### src/rtl/if_fetch_stage_pkg.sv
// Shared fetch-stage constants: bubble encoding, PC step and fetch FSM state encoding.
package if_fetch_stage_pkg;

    localparam logic [31:0] NOP_INST  = 32'h0000_0033;  // add x0,x0,x0; IF/ID uses the same word on flush
    localparam int          INST_STEP = 4;

    typedef enum logic [1:0] {
        ST_ISSUE = 2'd0,
        ST_WAIT  = 2'd1,
        ST_HOLD  = 2'd2,
        ST_DRAIN = 2'd3
    } fetch_state_e;

endpackage

### src/rtl/if_fetch_stage_if.sv
// Fetch-stage bundle: hazard/redirect controls, instruction-memory request/response and IF/ID output.
interface if_fetch_stage_if #(
    parameter int DATA_LEN = 32
);
    logic                Stall_i;
    logic                Branch_i;
    logic [DATA_LEN-1:0] Target_i;
    logic                imem_req_o;
    logic [DATA_LEN-1:0] imem_addr_o;
    logic                imem_rvalid_i;
    logic [DATA_LEN-1:0] imem_rdata_i;
    logic [DATA_LEN-1:0] PC_o;
    logic [DATA_LEN-1:0] inst_o;
    logic                valid_o;

    modport fetch (
        input  Stall_i, Branch_i, Target_i, imem_rvalid_i, imem_rdata_i,
        output imem_req_o, imem_addr_o, PC_o, inst_o, valid_o
    );

    modport env (
        output Stall_i, Branch_i, Target_i, imem_rvalid_i, imem_rdata_i,
        input  imem_req_o, imem_addr_o, PC_o, inst_o, valid_o
    );
endinterface

### src/rtl/if_fetch_stage.sv
// Single-outstanding instruction fetch feeding IF/ID; response is presented combinationally the cycle it
// returns (2 cycles/instr at latency 1), parked in a hold buffer while Stall_i is high; Branch_i wins over Stall_i.
module if_fetch_stage
    import if_fetch_stage_pkg::*;
#(
    parameter int                 DATA_LEN = 32,
    parameter logic [DATA_LEN-1:0] RESET_PC = '0
) (
    input  logic          clk_i,
    input  logic          rst_i,
    if_fetch_stage_if.fetch bus
);

    fetch_state_e        state_q, state_d;
    logic [DATA_LEN-1:0] pc_q, pc_d;
    logic [DATA_LEN-1:0] hold_q, hold_d;

    always_ff @(posedge clk_i) begin
        if (rst_i) begin
            state_q <= ST_ISSUE;
            pc_q    <= RESET_PC;
            hold_q  <= '0;
        end else begin
            state_q <= state_d;
            pc_q    <= pc_d;
            hold_q  <= hold_d;
        end
    end

    always_comb begin
        state_d         = state_q;
        pc_d            = pc_q;
        hold_d          = hold_q;
        bus.imem_req_o  = 1'b0;
        bus.imem_addr_o = pc_q;
        bus.PC_o        = pc_q;
        bus.inst_o      = NOP_INST;
        bus.valid_o     = 1'b0;

        unique case (state_q)
            ST_ISSUE: begin
                bus.imem_req_o = 1'b1;
                // The request has already left, so a redirect must still swallow its response.
                state_d = bus.Branch_i ? ST_DRAIN : ST_WAIT;
            end
            ST_WAIT: begin
                if (bus.imem_rvalid_i) begin
                    state_d = ST_ISSUE;
                    if (!bus.Branch_i) begin
                        bus.valid_o = 1'b1;
                        bus.inst_o  = bus.imem_rdata_i;
                        if (bus.Stall_i) begin
                            hold_d  = bus.imem_rdata_i;
                            state_d = ST_HOLD;
                        end else begin
                            pc_d = pc_q + DATA_LEN'(INST_STEP);
                        end
                    end
                end else if (bus.Branch_i) begin
                    state_d = ST_DRAIN;
                end
            end
            ST_HOLD: begin
                if (bus.Branch_i) begin
                    state_d = ST_ISSUE;
                end else begin
                    bus.valid_o = 1'b1;
                    bus.inst_o  = hold_q;
                    if (!bus.Stall_i) begin
                        pc_d    = pc_q + DATA_LEN'(INST_STEP);
                        state_d = ST_ISSUE;
                    end
                end
            end
            ST_DRAIN: begin
                if (bus.imem_rvalid_i) state_d = ST_ISSUE;
            end
            default: state_d = ST_ISSUE;
        endcase

        if (bus.Branch_i) pc_d = bus.Target_i;

        if (rst_i) begin
            bus.imem_req_o = 1'b0;
            bus.valid_o    = 1'b0;
            bus.inst_o     = NOP_INST;
        end
    end

    a_no_stray_rsp: assert property (@(posedge clk_i) disable iff (rst_i)
        !(bus.imem_rvalid_i && (state_q == ST_ISSUE || state_q == ST_HOLD)));

endmodule
### src/flat_wrapper.sv
// flat-port wrapper written by rule: the top's interface ports become plain ports
module if_fetch_stage_flat import if_fetch_stage_pkg::*;
#(
    parameter int                 DATA_LEN = 32,
    parameter logic [DATA_LEN-1:0] RESET_PC = '0
)
  (clk_i, rst_i, bus_Stall_i, bus_Branch_i, bus_Target_i, bus_imem_rvalid_i, bus_imem_rdata_i, bus_imem_req_o, bus_imem_addr_o, bus_PC_o, bus_inst_o, bus_valid_o);
  if_fetch_stage_if #(.DATA_LEN(DATA_LEN)) bus_i ();
  input  logic clk_i;
  input  logic rst_i;
  input wire logic [$bits(bus_i.Stall_i)-1:0] bus_Stall_i;
  input wire logic [$bits(bus_i.Branch_i)-1:0] bus_Branch_i;
  input wire logic [$bits(bus_i.Target_i)-1:0] bus_Target_i;
  input wire logic [$bits(bus_i.imem_rvalid_i)-1:0] bus_imem_rvalid_i;
  input wire logic [$bits(bus_i.imem_rdata_i)-1:0] bus_imem_rdata_i;
  output wire logic [$bits(bus_i.imem_req_o)-1:0] bus_imem_req_o;
  output wire logic [$bits(bus_i.imem_addr_o)-1:0] bus_imem_addr_o;
  output wire logic [$bits(bus_i.PC_o)-1:0] bus_PC_o;
  output wire logic [$bits(bus_i.inst_o)-1:0] bus_inst_o;
  output wire logic [$bits(bus_i.valid_o)-1:0] bus_valid_o;
  assign bus_i.Stall_i = bus_Stall_i;
  assign bus_i.Branch_i = bus_Branch_i;
  assign bus_i.Target_i = bus_Target_i;
  assign bus_i.imem_rvalid_i = bus_imem_rvalid_i;
  assign bus_i.imem_rdata_i = bus_imem_rdata_i;
  assign bus_imem_req_o = bus_i.imem_req_o;
  assign bus_imem_addr_o = bus_i.imem_addr_o;
  assign bus_PC_o = bus_i.PC_o;
  assign bus_inst_o = bus_i.inst_o;
  assign bus_valid_o = bus_i.valid_o;
  if_fetch_stage #(.DATA_LEN(DATA_LEN), .RESET_PC(RESET_PC)) u_core (.clk_i(clk_i), .rst_i(rst_i), .bus(bus_i));
endmodule
### config.mk
export PLATFORM = sky130hd
export DESIGN_NAME = if_fetch_stage_flat
export DESIGN_NICKNAME = d
export VERILOG_FILES = /design/src/rtl/if_fetch_stage_pkg.sv /design/src/rtl/if_fetch_stage_if.sv /design/src/rtl/if_fetch_stage.sv /design/src/flat_wrapper.sv
export SDC_FILE = /design/constraint.sdc
export NUM_CORES = 1
export LEC_CHECK = 0
export BUFFER_PORTS_ARGS = -buffer_cell sky130_fd_sc_hd__buf_2
export CAP_MARGIN = 10
export CORE_MARGIN = 2
export CORE_UTILIZATION = 44
export DETAILED_ROUTE_END_ITERATION = 16
export PLACE_DENSITY = 0.78
export SYNTH_ARGS = -nofsm -noshare
export SYNTH_HDL_FRONTEND = slang
export SYNTH_SLANG_ARGS = --single-unit
### constraint.sdc
create_clock -name clk_i -period 2.17 [get_ports clk_i]
set_input_delay 0.217 -clock clk_i [delete_from_list [all_inputs] [get_ports clk_i]]
set_output_delay 0.217 -clock clk_i [all_outputs]
set_load 0.1 [all_outputs]
======== Word-level counts from Yosys, hierarchy flattened ========
Index checks and enable logic that the tools add are counted.
operators by class
  add/sub/neg operators ................... 1
  equality and inequality tests ........... 6
  mux-type cells .......................... 24
  bitwise logic cells ..................... 1
  reduce and logical (&&, ||, !) cells .... 5
operators with widths
  cell                                                  number
  two-way mux 32 bit                                    7
  case mux 32 bit (2 select lines)                      2
  adder 32 x 3 -> 32 bit (second input constant)        1
  two-way mux 2 bit                                     8
  case mux 2 bit (4 select lines)                       1
  inequality test 3 bit (second input constant)         2
  two-way mux 1 bit                                     5
  equality test 2 bit (second input constant)           2
  AND reduction 4 bit                                   1
  AND reduction 3 bit                                   1
  nonzero test 3 bit                                    1
  equality test 2 x 1 -> 1 bit (second input constant)  1
  logical NOT 2 bit                                     1
  inequality test 2 bit (second input constant)         1
  case mux 1 bit (2 select lines)                       1
  AND reduction 2 bit                                   1
  NOT 1 bit                                             1
word-level totals
  flip-flop bits (word level) ............. 66
  output and inout port bits .............. 98
  logic and storage cells ................. 40

======== Logic depth before layout (Yosys ltp) ========
Gate-level depths: netlist (run 1).
  depth after elaboration ................. 5
  gate-level depth with buffers ........... 9
  depth with buffers taken out ............ 6

======== Least setup slack after synthesis (run 1) ========
OpenSTA, ideal clock, no wires.
  path type ............................... register to output
  start ................................... register u_core.state_q[1]
  end ..................................... output bus_inst_o[12]
  data arrival time ....................... 2.814 ns
  data required time ...................... 1.953 ns
  path slack .............................. -0.861 ns
  cell stages (with the launch flop) ...... 9
  buffers on the path ..................... 3
  cells stage by stage .................... dfxtp_1 inv_1 ha_1 buf_4 and3b_1 clkbuf_1 buf_1 a22oi_1 nor2_1
between the ends
  word-level cells in the longest chain between the ends .. 3
  elaborated cells between the ends (all ways) .. 4
  those cells by class .................... 2 x eq/ne; 2 x mux
ends and longest elaborated chain
  item                                                                 line                  source
  start, declared                                                      if_fetch_stage.sv:14  fetch_state_e state_q, state_d;
  start signal, assigned                                               if_fetch_stage.sv:24  state_q <= state_d;
  equality test 2 bit or equality test 2 x 1 -> 1 bit (tied branches)  if_fetch_stage.sv:40  unique case (state_q)
  case mux 32 bit (2 select lines) *                                   if_fetch_stage.sv:40
  two-way mux 32 bit *                                                 if_fetch_stage.sv:83  if (rst_i) begin
  end, declared                                                        flat_wrapper.sv:19    output wire logic [$bits(bus_i.inst_o)-1:0] bus_inst_o;
Mark *: on every way between the ends. The rest lies on a longest branch, timed or not.

======== Worst setup path after layout (run 1) ========
  start ................................... register u_core.state_q[1]
  end ..................................... output bus_inst_o[26]
The elaborated chain is that of the path after synthesis.

==> results.yml, run 1 <==
outcome:
  violations: "setup timing"
  status: "finished with violations"
floorplanning:
  ios: 167
  die_height_um: 98.1
  rows: 34
  core_um2: 8640
  die_w_um: 98.1
  start_util_pct: 45.1
  die-area_um2: 9610
logic_synthesis:
  syn-num-nets: 595
  synth.most_common_cell: "nand2_1"
  synth_seq_cells: 66
  ys.flop_type: "dfxtp_1"
  synth_top_cells_by_area: "dfxtp_1 (34%), nand2_1 (7.4%), buf_4 (6.4%), nor2_1 (6.2%), a22oi_1 (5.4%)"
  synth_edf_count: 0
  synth_area_leader_cell: "dfxtp_1"
  seq_area_frac_synth_pct: 33.9
  avgSynthCellArea_um2: 7.49
  synth_warnings: 0
  async_reset_ff_share_pct: 0
  synth_cell_types: 43
  yosysTopAreaCellShare_pct: 33.9
  syn_inst: 520
  synthTopCellsByCount: "nand2_1 (77), dfxtp_1 (66), nor2_1 (64)"
  synth_area_um2: 3890
detailed_routing:
  vias: 4462
  wire_per_inst_um: 16.8
  viasPerCell: 5.76
  drcViolationCount: 0
  drtAntennaViolNets: 0
  dr.first_iter.drc_count: 281
  first_pass_iters: 5
  drt-total-wl_um: 13100
timing:
  skew_ps: 13.1
  period_minus_slack_ps: 2190
  timing.hold.ws_ps: 104
  setup_viol: 5
  worst_pin_slew_ps: 520
  hold_viol: 0
  maxSlewViolCount: 0
  timing.final.ws_setup_ps: -19.9
  rsz0062_at_grt: "yes"
  max_freq_mhz: 457
  setup_tns_ps: -73.2
  slew_headroom_pct: 65.5
  timing.final.crit_share_pct: 101
cells_and_area:
  syn2layout_area_growth_pct: 51.8
  stdcell_area_um2: 5910
  stdcell_count: 775
  final_nets: 737
  diodes: 0
  drive_above_1_share_pct: 45.7
place:
  dp.cells: 744
  placed_area_um2: 5430
  io_buffers: 166
  routabilityCongestion: 0.801
  dp_slack_ps: -324
  place_hpwl_um: 8900
setup_path:
  startpoint_type: "flip-flop"
  arrival_ps: 1970
  crit_required_ps: 1950
  crit_start: "u_core.state_q[1]"
  regToRegStartpoint: "u_core.state_q[0]"
  cp-end-kind: "primary output"
  crit_type: "flip-flop to primary output"
  cp_max_fo: 9
clock_tree:
  clkTransAtPathRegs_ps: 80
  h-tree-depth: 3
  cts_tree: "done"
  cts_buffers: 9
  clock_latency_ps: 350
  clockBufferDepth: 2
  root_buffer: "clkbuf_8"
  holdBufCountCts: 0
  cts.sinks: 66
global_route:
  antenna_found_initial: 1
  grt_max_degree: 33
  grt_pass1_vias: 4265
  grt_pass1_wl_um: 20500
  globalRouteOverflowTotal: 0
  grt_usage_pct: 26.1
pwr:
  p_leak_nw: 2.22
  p_per_area_nw_per_um2: 753
  vdd_ir_drop_max_mv: 0.352
hold_path:
  holdCritStartpoint: "bus_Target_i[16]"
  hold_path_class: "input pin to flip-flop"
job:
  cap_violations: 0
==> state kept, by name (all words and copies together), names as in the netlist <==
name             cells
u_core.hold_q       32
u_core.bus.PC_o     32
u_core.state_q       2
==> worst max-delay path, cell delays in order (launching register included) <==
cell and delay [ps]:
dfxtp_4 400, inv_4 50, ha_4 170, buf_6 120, and3b_2 230, buf_4 180, a22oi_1 250, nor2_4 60
buf_12 170
==> per-stage QoR <==
step / utilization, % / total power, mW
after floorplan: - / 2.89
after global placement: 62.9 / 3.32
after detailed placement: 62.9 / 3.36
after CTS: 68.3 / 4.41
after global routing: 68.4 / 4.61
final: 68.4 / 4.45
==> metal layers <==
layer	GRT usage (%)	wire, um	vias to the layer above
met1	31.4	5180	2099
li1	-	-	2126
met3	7.30	1070	27
met2	44.7	6570	210
met5	0	0	-
met4	8.97	234	0
==> final cells by class <==
cell class / instances / area (um^2)
clock buffer: 10 / 128
clock inverter: 6 / 42.5
fill: 674 / 2730
inverter: 9 / 36.3
multi-input combinational: 375 / 2520
sequential: 66 / 1390
tap: 108 / 135
timing repair buffer: 201 / 1660
==> cells in the final DEF (no fill, tap or decap), drive strengths merged, types with 3 or more instances in the layout <==
cell / instances
nand4: 9
clkinv: 6
or3: 5
o31ai: 9
mux2i: 4
buf: 201
nand2b: 4
xnor2: 7
dfxtp: 66
ha: 6
nand3b: 3
a2111oi: 4
clkbuf: 10
and3: 5
nand3: 16
a21oi: 39
o21ai: 14
nor2b: 8
a22oi: 28
inv: 9
nor2: 64
nand2: 77
and4: 5
a311oi: 18
nor4: 6
or4: 12
a211oi: 11
nor3: 5
==> report_power, final <==
| part | internal, mW | switching (mW) |
|---|---|---|
| combinational | 0.586 | 1.54 |
| clock | 0.417 | 0.512 |
| sequential | 1.29 | 0.105 |
| total | 2.29 | 2.16 |
==> timing repair <==
item / CTS / global route
pin swaps: 6 / 9
gates cloned: 2 / 0
resized for setup: 32 / 11
buffers inserted: 13 / 2
endpoints found under the setup margin: 41 / 46
==> kinds of logic after synthesis <==
kind of cell,count (synthesis),share of synthesized area [%]
DFF,66,33.9
and+or+nand+nor,224,27.4
AOI/OAI and AO/OA,130,22.5
muxes,5,1.32
xor gates and xnor gates,9,2.03
adders and majority gates,6,1.93
buffers and inverters,80,11.0
==> worst paths after layout <==
path | slack [ps] | cells after the start | end
max | -20 | 8 | bus_inst_o[26]
min | 100 | 2 | u_core.bus.PC_o[16]
max reg2reg | 10 | 7 | u_core.bus.PC_o[24]
min reg2reg | 460 | 2 | u_core.hold_q[5]
Power figures use the tool's default switching activity.
==> inputs of run 2 (changes only) <==
--- a/config.mk
+++ b/config.mk
@@ -7,10 +7,10 @@
 export LEC_CHECK = 0
 export BUFFER_PORTS_ARGS = -buffer_cell sky130_fd_sc_hd__buf_2
 export CAP_MARGIN = 10
+export CORE_ASPECT_RATIO = 0.9
 export CORE_MARGIN = 2
-export CORE_UTILIZATION = 44
+export CORE_UTILIZATION = 35
 export DETAILED_ROUTE_END_ITERATION = 16
-export PLACE_DENSITY = 0.78
 export SYNTH_ARGS = -nofsm -noshare
 export SYNTH_HDL_FRONTEND = slang
 export SYNTH_SLANG_ARGS = --single-unit
==> run 2 against run 1 <==
  * The flow now finishes without violations
  * Setup slack better by 20 ps
  * Critical path depth shrank 1
  * Die area increased by 25%
  * Register-to-register slack barely moved
  * Cell area up 7.7%
  * Hold slack got worse by 1.8 ps
  * Routed wire length up 4.5%
  * Fmax is 0.93% higher
  * Clock-buffer cell count stayed put
  * Sequential share of layout area fell by 1.7 points
  * Clock power rose by 52%
  * Via count shrank 1.8%
  * Critical path type is now flip-flop to flip-flop
  * Largest power group unchanged
==> results.yml, run 2 (synthesis results as in run 1) <==
cells_and_area:
  syn2layout_area_growth_pct: 63.6
  stdcell_count: 827
  diodes: 0
  layout.cells.most_common: "buf_2"
  drive_above_1_share_pct: 48.3
  mostFrequentLayoutCells: "buf_2 (133), nand2_1 (77), dfxtp_1 (43)"
  final_nets: 745
timing:
  slew_headroom_pct: 65.8
  setup_viol: 0
  worst_pin_slew_ps: 516
  timing.final.crit_share_pct: 100
  hold_viol: 0
  period_minus_slack_ps: 2170
  max_freq_mhz: 461
  setup_tns_ps: 0
  timing.hold.ws_ps: 102
  maxSlewViolCount: 0
  skew_ps: 6.16
  rsz0062_at_grt: "yes"
  timing.final.ws_setup_ps: 0.145
detailed_routing:
  vias: 4381
  drt-total-wl_um: 13600
  viasPerCell: 5.30
  drcViolationCount: 0
  wire_per_inst_um: 16.5
  drtAntennaViolNets: 0
  dr.first_iter.drc_count: 237
  first_pass_iters: 4
setup_path:
  cp-end-kind: "flip-flop"
  regToRegStartpoint: "u_core.state_q[1]"
  crit_required_ps: 2420
  cp_max_fo: 5
  reg2reg_depth: 7
  startpoint_type: "flip-flop"
  rr_endpoint: "u_core.bus.PC_o[24]"
  crit_type: "flip-flop to flip-flop"
  r2r_slack_ps: 0.1
  arrival_ps: 2420
global_route:
  grt_pass1_vias: 4112
  grt_max_degree: 52
  grt_usage_pct: 22.1
  antenna_found_initial: 0
  grt_pass1_wl_um: 21200
  globalRouteOverflowTotal: 0
clock_tree:
  holdBufCountCts: 0
  clkTransAtPathRegs_ps: 60
  h-tree-depth: 3
  cts.sinks: 66
  cts_tree: "done"
  clock_latency_ps: 340
  clockBufferDepth: 2
  cts_buffers: 9
  root_buffer: "clkbuf_16"
job:
  cap_violations: 0
pwr:
  p_per_area_nw_per_um2: 798
  p_leak_nw: 2.37
  p_switching_mw: 2.27
  p_clk_share_pct: 27.8
  pwr-share-seq_pct: 27.3
  p_total_mw: 5.08
  power.internal_mw: 2.82
  comb_power_share_pct: 44.9
  vdd_ir_drop_max_mv: 0.377
  switching_share_pct: 44.6
floorplanning:
  die_w_um: 115
  die-area_um2: 12000
  die_height_um: 104
  core_um2: 10900
  start_util_pct: 35.9
  ios: 167
  rows: 36
outcome:
  status: "finished clean"
hold_path:
  hold_path_class: "input pin to flip-flop"
  hold-path-endpoint: "u_core.bus.PC_o[16]"
  hold-path-cell-count: 2
  holdCritStartpoint: "bus_Target_i[16]"
place:
  place_hpwl_um: 8930
  dp_slack_ps: -408
  dp.cells: 791
  io_buffers: 166
  routabilityCongestion: 0.813
==> run 2: cell count changes in the layout (fill, tap and decap cells not counted), sizes merged <==
| cell | change |
|---|---|
| buf | +6 |
| bufbuf | +1 |
| clkbuf | +1 |
| clkinvlp | +1 |
| inv | -1 |
==> run 2: timing repair <==
item | CTS | global route
endpoints found under the hold margin | 0 | 0
cloned | 4 | 1
buffers inserted | 12 | 3
endpoints found under the setup margin | 43 | 47
resized for setup | 38 | 27
pin swaps | 7 | 7
==> run 2: worst max-delay path by stage <==
stage / startpoint / end / slack [ps] / cells past startpoint
2_1_floorplan: u_core.bus.PC_o[2] / u_core.bus.PC_o[26] / -100 / 7
3_3_place_gp: u_core.state_q[0] / bus_inst_o[22] / -330 / 6
3_5_place_dp: u_core.state_q[0] / bus_inst_o[11] / -410 / 6
4_1_cts: u_core.state_q[1] / u_core.bus.PC_o[26] / -40 / 7
5_1_grt: u_core.state_q[1] / u_core.bus.PC_o[24] / -50 / 7
6_report: u_core.state_q[1] / u_core.bus.PC_o[24] / 0.1 / 7
==> run 2: routing by layer <==
| layer | GRT usage, % | share of wire [%] | vias up |
|---|---|---|---|
| met1 | 29.9 | 45 | 2066 |
| met4 | 6.63 | 1.4 | 0 |
| li1 | - | - | 2168 |
| met5 | 0 | 0 | - |
| met3 | 5.36 | 5.9 | 18 |
| met2 | 34.7 | 47 | 129 |
==> run 2: critical path: stages (launching register included) <==
cell and delay, ps:
dfxtp_2 330, inv_2 50, ha_4 150, buf_4 140, mux2i_4 200, or4b_4 550, or4_1 420, a311oi_1 250
==> run 2: stage by stage <==
step / cell area (um^2) / utilization [%]
6_report: 6370 / 58.7
5_1_grt: 6370 / 58.7
4_1_cts: 6180 / 56.9
3_5_place_dp: 5510 / 50.8
3_3_place_gp: 5510 / 50.8
2_1_floorplan: 4180 / -
==> run 2: area by class of cell <==
class	instances	area [um^2]
clock buffers	10	250
clock inverters	6	40.0
fillers	960	4490
inverters	9	33.8
multi-input cells	375	2630
flip-flops and latches	66	1390
well taps	152	190
repair buffers	209	1830
==> run 2: power groups by stage <==
stage / sequential, mW / clock [mW] / combinational (mW)
6_report: 1.39 / 1.41 / 2.28
5_1_grt: 1.40 / 1.48 / 2.39
4_1_cts: 1.38 / 1.44 / 2.16
3_5_place_dp: 1.40 / 0 / 1.97
3_3_place_gp: 1.40 / 0 / 1.95
2_1_floorplan: 1.70 / 0 / 1.20
==> inputs of run 3 (changes only) <==
--- a/config.mk
+++ b/config.mk
@@ -9,8 +9,11 @@
 export CAP_MARGIN = 10
 export CORE_ASPECT_RATIO = 0.9
 export CORE_MARGIN = 2
-export CORE_UTILIZATION = 35
+export CORE_UTILIZATION = 44
+export CTS_CLUSTER_DIAMETER = 40
 export DETAILED_ROUTE_END_ITERATION = 16
+export PLACE_DENSITY = 0.78
+export REMOVE_ABC_BUFFERS = 1
 export SYNTH_ARGS = -nofsm -noshare
 export SYNTH_HDL_FRONTEND = slang
 export SYNTH_SLANG_ARGS = --single-unit
==> run 3 against run 2 <==
  * The run now ends with setup timing left
  * Total power shrank 3.7%
  * Critical path depth grew 2
  * Routed wire length grew 4.2%
  * Via count grew 5.7%
  * Register-to-register slack is essentially flat
  * Utilization grew 12 points
  * Fmax shrank 4.3%
  * Die area shrank 20%
  * Critical endpoint is now bus_inst_o[28]
  * Highest routed layer unchanged
==> results.yml, run 3 (synthesis results as in run 1) <==
setup_path:
  startpoint_type: "flip-flop"
  crit_type: "flip-flop to primary output"
  crit_required_ps: 1950
  arrival_ps: 2050
  reg2reg_depth: 11
  cp_max_fo: 8
  cp-end-kind: "primary output"
clock_tree:
  holdBufCountCts: 0
  cts_buffers: 9
  cts.sinks: 66
  cts_tree: "done"
  clockBufferDepth: 2
  h-tree-depth: 3
  clkTransAtPathRegs_ps: 70
  root_buffer: "clkbuf_8"
  clock_latency_ps: 350
timing:
  rsz0062_at_grt: "yes"
  worst_pin_slew_ps: 499
  slew_headroom_pct: 66.9
  setup_viol: 27
  timing.final.ws_setup_ps: -97.0
  maxSlewViolCount: 0
  period_minus_slack_ps: 2270
  max_freq_mhz: 441
  skew_ps: 7.48
  timing.final.crit_share_pct: 104
  hold_viol: 0
  setup_tns_ps: -1170
pwr:
  p_leak_nw: 2.38
  vdd_ir_drop_max_mv: 0.684
  p_per_area_nw_per_um2: 805
  p_total_mw: 4.89
cells_and_area:
  final_nets: 757
  diodes: 0
  fill_cells: 665
  drive_above_1_share_pct: 44.1
  layout.cells.most_common: "buf_2"
  mostFrequentLayoutCells: "buf_2 (133), nand2_1 (76), dfxtp_1 (64)"
  syn2layout_area_growth_pct: 56.2
floorplanning:
  die_height_um: 93.2
  start_util_pct: 45.4
  die-area_um2: 9620
  rows: 32
  ios: 167
  die_w_um: 103
  core_um2: 8570
detailed_routing:
  drcViolationCount: 0
  drt-total-wl_um: 14200
  viasPerCell: 5.75
  vias: 4631
  dr.first_iter.drc_count: 257
  first_pass_iters: 5
  wire_per_inst_um: 17.6
  drtAntennaViolNets: 0
place:
  place_hpwl_um: 8760
  routabilityCongestion: 0.844
  io_buffers: 166
  dp_slack_ps: -91.5
outcome:
  status: "finished with violations"
  violations: "setup timing"
hold_path:
  hold_path_class: "input pin to flip-flop"
  hold-path-cell-count: 2
global_route:
  grt_usage_pct: 25.4
  globalRouteOverflowTotal: 0
  grt_pass1_wl_um: 19400
  antenna_found_initial: 0
  grt_max_degree: 43
  grt_pass1_vias: 4044
job:
  cap_violations: 0
==> run 3: power breakdown <==
part | switching (mW) | total, mW | internal, mW
clock | 0.489 | 1.25 | 0.758
combinational | 1.57 | 2.28 | 0.705
sequential | 0.0788 | 1.37 | 1.29
==> run 3: cell type report <==
class	count	area, um^2	share of cell area [%]
Clock buffer	10	128	2.10
Clock inverter	6	105	1.73
Inverter	9	33.8	0.556
Multi-Input combinational cell	374	2410	39.6
Sequential cell	66	1330	21.8
Tap cell	119	149	2.45
Timing Repair Buffer	222	1930	31.7
==> run 3: what timing repair did <==
action	4_1_cts	5_1_grt
setup buffers	1	10
gates cloned	1	6
gates resized for setup	15	69
pin swaps	4	28
endpoints found under the setup margin	39	42
==> run 3: worst paths after layout <==
kind | to | start | slack (ps)
worst max-delay path | bus_inst_o[28] | u_core.state_q[1] | -100
worst min-delay path | u_core.bus.PC_o[16] | bus_Target_i[16] | 80
worst max register to register | u_core.hold_q[24] | u_core.state_q[1] | 0
worst min register to register | u_core.hold_q[1] | u_core.hold_q[1] | 460
==> run 3: worst max-delay path: stages, from the launching register on <==
cell       delay [ps]
dfxtp_2           360
inv_2              60
ha_4              160
buf_6             120
and3b_2           260
clkbuf_16         180
buf_12            140
a22oi_2           180
nor2_2             80
buf_12            170
==> run 3: stage by stage <==
step | area (um^2) | hold slack, ps | cells | utilization (%)
after floorplan | 3500 | 286 | 449 | -
after global placement | 5310 | 426 | 772 | 62.0
after detailed placement | 5310 | 434 | 772 | 62.0
after CTS | 5630 | 75.8 | 790 | 65.7
after global routing | 6080 | 84.8 | 806 | 71.0
final | 6080 | 78.3 | 806 | 71.0
==> run 3: layer usage <==
| layer | vias up | global-route usage [%] | wire [um] |
|---|---|---|---|
| li1 | 2173 | - | - |
| met1 | 2158 | 32.6 | 5570 |
| met2 | 260 | 42.7 | 7040 |
| met3 | 40 | 4.93 | 1280 |
| met4 | 0 | 8.33 | 323 |
| met5 | - | 0 | 0 |
